===== src/rtl/serial_word_shifter.sv =====
// serial_word_shifter
//   Takes parallel words over a valid/ready handshake and sends them one bit
//   per clock on ser_out, qualified by ser_valid. A one-word hold buffer lets
//   the next word follow the current one with no idle bit in between.
//
//   Ports
//     clk        clock, rising edge
//     rst        asynchronous, active-high reset
//     din        parallel word to serialise
//     din_valid  din holds a word
//     din_ready  a word can be accepted this cycle (registered only)
//     abort      synchronous discard of the word in flight and the held word
//     ser_out    serial bit (IDLE_BIT when ser_valid = 0)
//     ser_valid  ser_out carries a data bit
//     last       ser_out carries the final bit of a word
//     bit_idx    position of the current bit, 0 = first bit sent
//     busy       shifting, or the hold buffer is full
//
//   state   | meaning
//   --------+-----------------------------------------------
//   S_IDLE  | nothing on the serial line
//   S_SHIFT | sreg_q is being sent, bit_idx_q is the current bit
module serial_word_shifter #(
  parameter int WIDTH     = 8,
  parameter bit MSB_FIRST = 1'b1,
  parameter bit IDLE_BIT  = 1'b0
) (
  input  logic                     clk,
  input  logic                     rst,
  input  logic [WIDTH-1:0]         din,
  input  logic                     din_valid,
  output logic                     din_ready,
  input  logic                     abort,
  output logic                     ser_out,
  output logic                     ser_valid,
  output logic                     last,
  output logic [$clog2(WIDTH)-1:0] bit_idx,
  output logic                     busy
);

  localparam int IW = $clog2(WIDTH);
  localparam logic [IW-1:0] LAST_IDX = IW'(WIDTH - 1);

  typedef enum logic {S_IDLE, S_SHIFT} state_t;

  state_t           state_q, state_d;
  logic [WIDTH-1:0] sreg_q, sreg_d;
  logic [WIDTH-1:0] hold_q, hold_d;
  logic             hold_full_q, hold_full_d;
  logic [IW-1:0]    bit_idx_q, bit_idx_d;

  logic accept;
  logic last_bit;
  logic shifter_free;

  always_comb begin
    state_d     = state_q;
    sreg_d      = sreg_q;
    hold_d      = hold_q;
    hold_full_d = hold_full_q;
    bit_idx_d   = bit_idx_q;

    accept       = din_valid & ~hold_full_q;
    last_bit     = (state_q == S_SHIFT) && (bit_idx_q == LAST_IDX);
    // Free means the accepted word can go straight into sreg this edge.
    shifter_free = (state_q == S_IDLE) | (last_bit & ~hold_full_q);

    if (abort) begin
      // Drops the word in flight, the held word and anything offered now.
      state_d     = S_IDLE;
      hold_full_d = 1'b0;
      bit_idx_d   = '0;
    end else begin
      if (state_q == S_SHIFT) begin
        if (last_bit) begin
          bit_idx_d = '0;
          if (hold_full_q) begin
            sreg_d      = hold_q;
            hold_full_d = 1'b0;
          end else begin
            state_d = S_IDLE;
          end
        end else begin
          bit_idx_d = bit_idx_q + IW'(1);
          if (MSB_FIRST) sreg_d = {sreg_q[WIDTH-2:0], 1'b0};
          else           sreg_d = {1'b0, sreg_q[WIDTH-1:1]};
        end
      end

      // accept implies the hold is empty, so it never collides with a drain.
      if (accept) begin
        if (shifter_free) begin
          sreg_d    = din;
          bit_idx_d = '0;
          state_d   = S_SHIFT;
        end else begin
          hold_d      = din;
          hold_full_d = 1'b1;
        end
      end
    end
  end

  always_ff @(posedge clk or posedge rst) begin
    if (rst) begin
      state_q     <= S_IDLE;
      sreg_q      <= '0;
      hold_q      <= '0;
      hold_full_q <= 1'b0;
      bit_idx_q   <= '0;
    end else begin
      state_q     <= state_d;
      sreg_q      <= sreg_d;
      hold_q      <= hold_d;
      hold_full_q <= hold_full_d;
      bit_idx_q   <= bit_idx_d;
    end
  end

  // All outputs come from flops only, so reset reaches them immediately.
  assign ser_valid = (state_q == S_SHIFT);
  assign ser_out   = ser_valid ? (MSB_FIRST ? sreg_q[WIDTH-1] : sreg_q[0]) : IDLE_BIT;
  assign last      = ser_valid & (bit_idx_q == LAST_IDX);
  assign bit_idx   = bit_idx_q;
  assign busy      = ser_valid | hold_full_q;
  assign din_ready = ~hold_full_q;

endmodule


===== config.mk =====
export PLATFORM = sky130hd
export DESIGN_NAME = serial_word_shifter
export DESIGN_NICKNAME = d
export VERILOG_FILES = /design/src/rtl/serial_word_shifter.sv
export SDC_FILE = /design/constraint.sdc
export NUM_CORES = 1
export LEC_CHECK = 0
export CAP_MARGIN = 20
export CORE_MARGIN = 1
export CORE_UTILIZATION = 59
export CTS_CLUSTER_SIZE = 20
export DETAILED_ROUTE_END_ITERATION = 12
export DONT_BUFFER_PORTS = 1
export PLACE_DENSITY = 0.75
export SLEW_MARGIN = 20
export SYNTH_ARGS = -nofsm -noshare
export SYNTH_HDL_FRONTEND = slang
export SYNTH_SLANG_ARGS = --single-unit
export TNS_END_PERCENT = 30

===== constraint.sdc =====
create_clock -name clk -period 2.3 [get_ports clk]
set_clock_uncertainty 0.2 [all_clocks]
set_input_delay 0.46 -clock clk [delete_from_list [all_inputs] [get_ports clk]]
set_output_delay 0.46 -clock clk [all_outputs]
set_load 0.005 [all_outputs]

# Yosys cells after proc, flatten, opt, wreduce, memory -nomap -nowiden
# Index checks and enable logic that the tools add are counted.
# Widths: inputs -> output; s select.
[totals]
out_inout_bits = 8
reg_bits = 21
[op_classes]
bitwise_logic = 9
mux = 22
reduce_logical = 2
eq_ne = 1
addsub = 1
[ops]
columns = ["operator", "n"]
rows = [
  ["$mux 8", 5],
  ["$mux 3", 5],
  ["$mux 1", 12],
  ["$not 1->1", 4],
  ["$add 3x1->3 const B", 1],
  ["$and 1x1->1", 3],
  ["$eq 3x3->1 const B", 1],
  ["$reduce_and 3->1", 1],
  ["$or 1x1->1", 2],
  ["$logic_and 1x1->1", 1],
]

# Logic depth before layout (Yosys ltp)
[logic_depth]
depth_word = 7
ltp_mapped = 7
ltp_nobuf = 6

# Worst setup path after synthesis
# No wires, ideal clock.
[synth_path]
path_type = "reg2reg"
from = "register bit_idx_q[0] (netlist: bit_idx[0])"
to = "register hold_q[0]"
n_path_buf = 1
required_time_ps = 1975
t_arrival_ps = 1676
setup_time_ps = 125
synth_period_minus_slack_ps = 2001
setup_slack_ps = 299
stages_incl_launch_ff = 6
cell_sequence = "dfrtp_1 ha_1 ha_1 buf_4 nor3b_4 mux2_2"
[synth_via]
elab_chain_cells = 6
[synth_lines]
columns = ["element", "line", "rtl"]
rows = [
  ["start: declaration", "50", "logic [IW-1:0] bit_idx_q, bit_idx_d;"],
  ["start signal: assignment", "116", "bit_idx_q <= bit_idx_d;"],
  ["$eq 3x3->1", "64", "last_bit = (state_q == S_SHIFT) && (bit_idx_q == LAST_IDX);"],
  ["$logic_and 1x1->1", "64", ""],
  ["$and 1x1->1", "66", "shifter_free = (state_q == S_IDLE) | (last_bit & ~hold_full_q);"],
  ["$or 1x1->1", "66", ""],
  ["$not 1->1 (no line)", "--", ""],
  ["$reduce_and 3->1 (no line)", "--", ""],
  ["end signal: assignment", "114", "hold_q <= hold_d;"],
  ["end: declaration", "48", "logic [WIDTH-1:0] hold_q, hold_d;"],
]
# No other way between the ends.
# A chain may end at the register's enable or synchronous reset.

# Worst setup path in the final report
[layout_path]
from = "register bit_idx_q[0] (netlist: bit_idx[0])"
to = "register sreg_q[6]"
[layout_via]
elab_chain_cells = 6
elab_cells_between_ends = 8
[layout_lines]
columns = ["element", "line", "rtl"]
rows = [
  ["$eq 3x3->1 *", "64", ""],
  ["$logic_and 1x1->1 *", "64", ""],
  ["$mux 8 or $and 1x1->1 (tied branches)", "75, 66", ""],
  ["$mux 8 or $or 1x1->1 (tied branches)", "74, 66", ""],
  ["$mux 8", "92", "if (shifter_free) begin"],
  ["$mux 8 *", "91", "if (accept) begin"],
  ["end signal: assignment", "113", "sreg_q <= sreg_d;"],
  ["end: declaration", "47", "logic [WIDTH-1:0] sreg_q, sreg_d;"],
]
# Mark *: on every way between the ends. The rest lies on a longest branch, timed or not.

==> impl_metrics.json <==
{
  "power_uw": 871.8,
  "fp.dieW_um": 45.57,
  "layout_common_cells": "dfrtp_1 (21), mux2_2 (8), a21oi_1 (8), buf_4 (7), nand2_1 (5)",
  "via_count": 848,
  "power_density_nw_per_um2": 706.0,
  "min_period_ns": 2.138,
  "worstSetupPathType": "register to register",
  "fmax_ghz": 0.4678,
  "syn_avg_cell_area_um2": 10.87,
  "wl_per_cell_um": 17.01,
  "synthesis.area_um2": 1120,
  "cts_num_sinks": 21,
  "ir_drop_mv": 0.4910,
  "regArea_um2": 525.5,
  "place_inst": 130,
  "start_util_pct": 64.16,
  "drv_slew": 0,
  "antenna_found_initial": 0,
  "cp.required_ns": 2.30,
  "worst_slack_ns": 0.1621,
  "row_count": 15,
  "drtAntennaViolNets": 0,
  "netlist_instances": 103,
  "hold_depth": 1,
  "place_ws_ns": -0.0007718,
  "multiInputGateArea_um2": 564.3,
  "grt_pass1_vias": 836,
  "final_net_count": 126,
  "place_congestion": 0.8469,
  "post-route-period-util_pct": 92.95,
  "clock_latency_ns": 0.31,
  "reg2reg_depth": 6,
  "firstDrtPassIters": 4,
  "drt_iter0_drc": 25,
  "fp.dieH_um": 45.57,
  "arrival_ns": 2.13,
  "stdcell_count": 136,
  "cpPeakStageDelay_ns": 0.44,
  "tightestPinTransition_ns": 0.7858,
  "path_clk_slew_ns": 0.11,
  "detail_route.wirelength_um": 2313,
  "cts_tree": "done",
  "portBuffers": 0,
  "grt_usage_pct": 25.36,
  "power_leakage_uw": 0.0005078,
  "post_synth_num_cell_types": 34,
  "drv_cap": 0,
  "cp_cell_sequence": "ha_1 -> ha_2 -> or3b_1 -> o31ai_2 -> o2bb2ai_1 -> a221o_1",
  "core-area_um2": 1745,
  "grt_pass1_wl_um": 3657,
  "mostFrequentLayoutCell": "dfrtp_1",
  "cts_setup_buffers": 0,
  "grt_max_degree": 22,
  "dp_hpwl_um": 1680,
  "dieArea_um2": 2076,
  "cts_max_level": 1,
  "yosys_register_bits": 21,
  "cts_buffer_depth": 2,
  "final_cell_area_um2": 1235,
  "worst_setup_path_end_kind": "register",
  "syn_nets": 117,
  "grt_overflow": 0,
  "postPlaceCellArea_um2": 1174,
  "hold_path.class": "input port to register",
  "via_per_inst": 6.235,
  "antenna_cells": 0,
  "crit_path_start_kind": "register",
  "crit_fanout": 14,
  "max_slew_margin_pct": 47.56,
  "setup_violations": 0,
  "grt_setup_unrepaired": "false",
  "io-pin-count": 20,
  "status": "complete, no violations",
  "cts_buffers": 3,
  "yosys_warnings": 0,
  "drc": 0,
  "drive_above_1_share_pct": 24.32,
  "ys_seq_area_share_pct": 46.93,
  "cts_root_buf": "clkbuf_4",
  "synthToLayoutAreaGrowth_pct": 10.28,
  "tns_ns": 0,
  "hold_viol": 0,
  "crit_slowest_cell": "dfrtp_1",
  "n_fill_cell": 133
}
## cells by family after synthesis
logic type                 count (synthesis)  share of synthesized area (%)
DFF                                       21                          46.93
and+or+nand+nor                           35                          20.78
adders and majority gates                  2                          2.234
muxes                                      8                          8.045
AOI/OAI and AO/OA                         28                          17.99
buffers and inverters                      9                          4.022
## power by group
group | switching [uW] | internal, uW
registers | 51.0 | 449
clock network | 109 | 67.7
logic | 84.3 | 111
## area by class of cell
cell class                      count  area share (%)
Multi-Input combinational cell     73           45.69
Inverter                            4           1.216
Timing Repair Buffer                9           5.876
Sequential cell                    21           42.55
Clock buffer                        4           2.128
Tap cell                           25           2.533
## sequential cells by signal, indices dropped and copies added (netlist names)
| register | cells |
|---|---|
| hold_q | 8 |
| bit_idx | 3 |
| sreg_q | 8 |
| ser_valid | 1 |
| hold_full_q | 1 |
## through the flow
step | hold slack, ns | util (%)
6_report | 0.008894 | 70.75
5_1_grt | 0.0006519 | 70.75
4_1_cts | 0.005900 | 70.04
3_5_place_dp | 0.2891 | 67.24
2_1_floorplan | 0.2365 | -
3_3_place_gp | 0.2821 | 67.24
## cell usage after synthesis
cell / number / area share [%]
nor3b_4: 1 / 1.7
or2_2: 1 / 0.56
o221a_2: 2 / 2.0
and3_1: 2 / 1.1
a31oi_1: 2 / 1.1
a21oi_1: 8 / 3.6
nor2b_1: 2 / 1.1
nor3b_1: 1 / 0.67
nand3b_1: 4 / 2.7
nand2b_1: 4 / 2.2
a32oi_1: 2 / 1.6
nand2_1: 5 / 1.7
a211oi_1: 2 / 1.3
buf_4: 3 / 2.0
or3b_1: 2 / 1.6
o31ai_1: 2 / 1.3
o21ai_0: 3 / 1.3
and2_1: 3 / 1.7
nor3b_2: 1 / 1.1
nor3_1: 2 / 0.89
ha_1: 2 / 2.2
o41ai_1: 1 / 0.78
a221o_1: 2 / 1.8
nor2b_4: 1 / 1.2
or3_1: 1 / 0.56
a21oi_2: 1 / 0.78
o311ai_0: 1 / 0.78
mux2_2: 8 / 8.0
clkbuf_1: 2 / 0.67
o2bb2ai_1: 2 / 1.6
dfrtp_1: 21 / 47
and2b_1: 1 / 0.67
nor2_1: 4 / 1.3
inv_1: 4 / 1.3
## repair_timing
| action | in CTS | in global routing |
|---|---|---|
| gates resized for setup | 1 | 2 |
| endpoints found under the hold margin | 13 | 0 |
| hold buffers | 2 | 0 |
| pin swaps | 0 | 0 |
| setup endpoints to repair | 2 | 2 |
## critical path, delay by kind of cell, from the launching register on
family	cells	cell delay [ns]
flip-flops	1	0.44
adder cells (fa/ha/maj)	2	0.48
AND/OR/NAND/NOR	1	0.39
AO/OA/AOI/OAI	3	0.51
## final timing paths
kind / startpoint / to / slack (ns)
max: bit_idx[0] / sreg_q[6] / 0.16
min: abort / hold_full_q / 0.009
max reg2reg: bit_idx[0] / sreg_q[6] / 0.16
min reg2reg: hold_q[4] / hold_q[4] / 0.31
max in group asynchronous: rst / sreg_q[5] / 0.88
min in group asynchronous: rst / sreg_q[0] / 0.53
## metal layers
metal	wire length [um]	global-route usage, %	up-vias
li1	-	-	399
met1	1006	32.06	420
met2	1170	42.57	22
met3	94	2.778	7
met4	42	12.73	0
met5	0	0	-
(Power assumes the default switching activity.)
